==> src/rtl/fifo_pkg.sv <==
// Shared sizing and pointer helpers for the parameterised FIFO.
package fifo_pkg;

  function automatic int ptr_width(input int depth);
    return (depth > 1) ? $clog2(depth) : 1;
  endfunction

  function automatic int cnt_width(input int depth);
    return $clog2(depth + 1);
  endfunction

  // Increment with wrap at depth-1, so non-power-of-two depths work.
  function automatic int ptr_inc(input int ptr, input int depth);
    return (ptr == depth - 1) ? 0 : ptr + 1;
  endfunction

endpackage

==> src/rtl/fifo_ram.sv <==
// Simple dual-port storage: one write port, one registered read port, no reset.
module fifo_ram #(
  parameter int WIDTH = 8,
  parameter int DEPTH = 10,
  parameter int AW    = 4
) (
  input  logic             clock,
  input  logic             i_we,
  input  logic [AW-1:0]    i_waddr,
  input  logic [WIDTH-1:0] i_wdata,
  input  logic             i_re,
  input  logic [AW-1:0]    i_raddr,
  output logic [WIDTH-1:0] o_rdata
);

  logic [WIDTH-1:0] r_mem [DEPTH];
  logic [WIDTH-1:0] r_rdata;

  // Read-before-write: a read and write to the same entry returns the old word.
  always_ff @(posedge clock) begin
    if (i_we) r_mem[i_waddr] <= i_wdata;
    if (i_re) r_rdata <= r_mem[i_raddr];
  end

  assign o_rdata = r_rdata;

endmodule

==> src/rtl/fifo_param.sv <==
// Synchronous FIFO with arbitrary depth, occupancy flags and overflow/underflow pulses.
module fifo_param
  import fifo_pkg::*;
#(
  parameter  int WIDTH    = 8,
  parameter  int DEPTH    = 10,
  parameter  int AF_LEVEL = DEPTH - 2,
  parameter  int AE_LEVEL = 2,
  localparam int CW       = cnt_width(DEPTH)
) (
  input  logic             clock,
  input  logic             rst_n,
  input  logic             clr,
  input  logic             w,
  input  logic             r,
  input  logic [WIDTH-1:0] DATAIN,
  output logic [WIDTH-1:0] DATAOUT,
  output logic             dout_valid,
  output logic             full,
  output logic             empty,
  output logic             almost_full,
  output logic             almost_empty,
  output logic [CW-1:0]    count,
  output logic             overflow,
  output logic             underflow
);

  localparam int PW = ptr_width(DEPTH);

  logic [PW-1:0]    r_wptr, r_rptr;
  logic [CW-1:0]    r_count;
  logic             r_dout_valid, r_overflow, r_underflow;
  logic             r_have_rd;
  logic             w_rd_ok, w_wr_ok;
  logic [WIDTH-1:0] w_ram_q;

  assign empty        = (r_count == '0);
  assign full         = (r_count == CW'(DEPTH));
  assign almost_full  = (r_count >= CW'(AF_LEVEL));
  assign almost_empty = (r_count <= CW'(AE_LEVEL));
  assign count        = r_count;

  assign w_rd_ok = r & ~empty;
  assign w_wr_ok = w & (~full | w_rd_ok);

  fifo_ram #(.WIDTH(WIDTH), .DEPTH(DEPTH), .AW(PW)) u_ram (
    .clock   (clock),
    .i_we    (w_wr_ok & ~clr),
    .i_waddr (r_wptr),
    .i_wdata (DATAIN),
    .i_re    (w_rd_ok & ~clr),
    .i_raddr (r_rptr),
    .o_rdata (w_ram_q)
  );

  // The RAM read register has no reset, so mask it until a post-reset read lands.
  assign DATAOUT = r_have_rd ? w_ram_q : '0;

  always_ff @(posedge clock or negedge rst_n) begin
    if (!rst_n) begin
      r_wptr       <= '0;
      r_rptr       <= '0;
      r_count      <= '0;
      r_dout_valid <= 1'b0;
      r_overflow   <= 1'b0;
      r_underflow  <= 1'b0;
      r_have_rd    <= 1'b0;
    end else if (clr) begin
      r_wptr       <= '0;
      r_rptr       <= '0;
      r_count      <= '0;
      r_dout_valid <= 1'b0;
      r_overflow   <= 1'b0;
      r_underflow  <= 1'b0;
    end else begin
      if (w_wr_ok) r_wptr <= PW'(ptr_inc(int'(r_wptr), DEPTH));
      if (w_rd_ok) begin
        r_rptr    <= PW'(ptr_inc(int'(r_rptr), DEPTH));
        r_have_rd <= 1'b1;
      end
      case ({w_wr_ok, w_rd_ok})
        2'b10:   r_count <= r_count + 1'b1;
        2'b01:   r_count <= r_count - 1'b1;
        default: r_count <= r_count;
      endcase
      r_dout_valid <= w_rd_ok;
      r_overflow   <= w & ~w_wr_ok;
      r_underflow  <= r & empty;
    end
  end

  assign dout_valid = r_dout_valid;
  assign overflow   = r_overflow;
  assign underflow  = r_underflow;

endmodule
==> config.mk <==
export PLATFORM = sky130hd
export DESIGN_NAME = fifo_param
export DESIGN_NICKNAME = d
export VERILOG_FILES = /design/src/rtl/fifo_pkg.sv /design/src/rtl/fifo_ram.sv /design/src/rtl/fifo_param.sv
export SDC_FILE = /design/constraint.sdc
export NUM_CORES = 1
export LEC_CHECK = 0
export CORE_MARGIN = 8
export CORE_UTILIZATION = 45
export DETAILED_ROUTE_END_ITERATION = 6
export PLACE_DENSITY = 0.62
export SLEW_MARGIN = 20
export SYNTH_ARGS = -nofsm -noshare
export SYNTH_HDL_FRONTEND = slang
export SYNTH_HIERARCHICAL = 1
export SYNTH_SLANG_ARGS = --single-unit
==> constraint.sdc <==
create_clock -name clock -period 2.7 [get_ports clock]
set_clock_uncertainty 0.05 [all_clocks]
set_input_delay 0.405 -clock clock [delete_from_list [all_inputs] [get_ports clock]]
set_output_delay 0.405 -clock clock [all_outputs]
set_load 0.05 [all_outputs]
==> out/metrics.yaml <==
fmax_ghz: 0.3862
grt_pass1_wl_um: 14520
antenna_left: 0
yosysTopAreaCell: "edfxtp_1"
die_h_um: 115.8
dp_cells: 462
p_per_area_nw_per_um2: 828.0
gr-usage-met2: 0.2208
finish.utilization: 0.5381
outcome: "finished clean"
criticalPathCategory: "reg2out"
cp_num_buf_inv: 2
wl_per_cell_um: 19.16
grt_pass1_vias: 2562
required_ps: 2250
hold_viol: 0
async_reset_ff_frac: 0.1538
drt_first_pass_iters: 4
syn_to_final_growth_pct: 16.84
timing.final.ws_setup_ps: 110.6
crit_arrival_ps: 2130
io_buffers: 31
grt_use_total: 0.1449
vias_per_cell: 5.338
synthCells: 295
regToRegStartpoint: "count[1]"
globalplace.congestion: 0.7677
cts_buffers: 9
syn_area_per_cell_sq_um: 15.19
postCtsSetupRepairBufs: 0
synth_top_area_share: 0.5898
crit_family: "buffers and inverters"
drv_cap: 0
busiest_layer: "met2"
grt_setup_unrepaired: "false"
antenna_cells: 0
max_stage_delay_ps: 800
start_kind: "flip-flop"
cts-root-buf: "clkbuf_8"
yosysWarnings: 6
grt_overflow_total: 0
synth.area.top_cells: "edfxtp_1 (59%), dfrtp_1 (8.9%), mux2_2 (6.3%)"
crit_path_end: "full"
final_nets: 358
antenna_found_initial: 0
vias: 2546
start_util: 0.4605
synth.distinct_cells: 45
finalHoldWorstSlack_ps: 439.4
crit_path_end_kind: "output port"
final_cells: 477
die_area_sq_um: 13410
cts.sinks: 104
ys_ff_latch: 104
grt_util_met3: 0.02866
post-route-period-util: 0.9591
relSlewSlack: 0.4832
layout_min_cycle_time_ps: 2589
ys_seq_area_frac: 0.6791
cts_tree: "yes"
grt_max_degree: 46
synth-edff-count: 88
syn_area_sq_um: 4481
wl_um: 9140
path_cells: "nand4bb_1, inv_1, clkdlybuf4s50_1"
coreArea_sq_um: 9729
critPathLaunch: "count[0]"
path_clk_slew_ps: 100
reg2reg_slack_ps: 260
critical_path_cell_count: 3
syn_nets: 313
r2r_cells: 8
leakage_nw: 1.798
dp_hpwl_um: 6192
cts_htree_levels: 3
max-clock-path-buffers: 2
cp_slowest_cell: "clkdlybuf4s50_1"
dieWidth_um: 115.8
io-pin-count: 32
drtIter0Drc: 130
preCtsSetupSlack_ps: 119.9
r2r-end: "count[3]"
fp-row-count: 36
hp-class: "in2async"
max_slew.worst_pin.slew_ps: 772.8
clock_latency_ps: 360
drc: 0
drv_slew: 0
crit_path_max_fanout: 9
drive_above_1_share: 0.2035
setup_viol: 0
peakVddDrop_v: 0.0004963
grt_use_met1: 0.2028
synth_ff_type: "edfxtp_1"
## power by group
group,internal [mW],leakage (nW),switching [mW]
Clock,0.524,0.104,0.506
Sequential,1.85,1.00,0.101
Combinational,0.594,0.693,0.764
## cell families (layout without fill, tap and decap cells)
family | Yosys count | in the layout | share of synthesized area
flops | 104 | 104 | 0.6791
simple gates | 77 | 77 | 0.08713
mux | 46 | 46 | 0.1097
compound gates | 40 | 40 | 0.06702
buf+inv | 18 | 67 | 0.03155
fa+ha+maj | 5 | 5 | 0.01564
xor+xnor | 5 | 5 | 0.009776
## per-layer routing
metal / part of all wire / up-vias
met5: 0 / -
met1: 0.48 / 1269
met2: 0.47 / 63
li1: - / 1203
met4: 0.012 / 0
met3: 0.045 / 11
## metrics by stage
stage,power [mW],setup TNS [ps],cell area [sq um]
after CTS,4.378,0,5233
after global placement,3.336,0,5024
after global routing,4.536,0,5235
final,4.334,0,5235
after detailed placement,3.349,0,5024
after floorplan,3.046,-262.9,4532
## cell usage after synthesis (4+ instances only)
cell type / n
a22o_1: 8
and2_1: 9
buf_6: 4
dfrtp_1: 16
edfxtp_1: 88
ha_1: 4
inv_1: 4
mux2_2: 25
mux2i_1: 21
nand2_1: 12
nand2b_1: 7
nand3_1: 4
nor2_1: 28
nor3_1: 4
o22ai_1: 8
o31ai_1: 8
## state kept, by name, summed over array words and instances, names as in the netlist
register       flops
u_ram/r_mem       80
underflow          1
r_rptr             4
dout_valid         1
r_have_rd          1
overflow           1
count              4
r_wptr             4
u_ram/o_rdata      8
## worst min path at each step
stage	start	end	slack (ps)	cells after the start
3_3_place_gp	count[3]	count[3]	540	1
2_1_floorplan	rst_n	count[0]	60	0
6_report	rst_n	r_rptr[2]	440	1
3_5_place_dp	count[3]	count[3]	550	1
4_1_cts	rst_n	r_rptr[2]	450	1
5_1_grt	rst_n	r_rptr[2]	470	1
## timing repair
action / 4_1_cts / 5_1_grt
gates resized for setup: 0 / 1
setup endpoints to repair: 0 / 1
hold buffers: 0 / 0
## layout make-up
cell class                 count  area (sq um)
fill                         842          4494
sequential                   104          3052
multi-input combinational    173          1340
timing repair buffer          48         452.9
tap                          133         166.4
clock buffer                  11         131.4
clock inverter                 4         77.57
inverter                       4         15.01
## placed cells by master, fill, tap and decap left out, types with 3 or more instances in the layout
master / n
clkbuf_8: 9
clkdlybuf4s50_1: 30
dfrtp_2: 4
inv_1: 4
mux2_2: 24
nand3_1: 4
nor3_1: 3
edfxtp_1: 88
nor2_1: 27
and2_1: 9
nand2_1: 12
mux2i_1: 21
nor2b_1: 3
o31ai_1: 8
xnor2_1: 3
buf_4: 16
nand2b_1: 6
o22ai_1: 8
a22o_1: 8
dfrtp_1: 11
ha_1: 4
No activity file was read; power rests on OpenSTA's default activity.
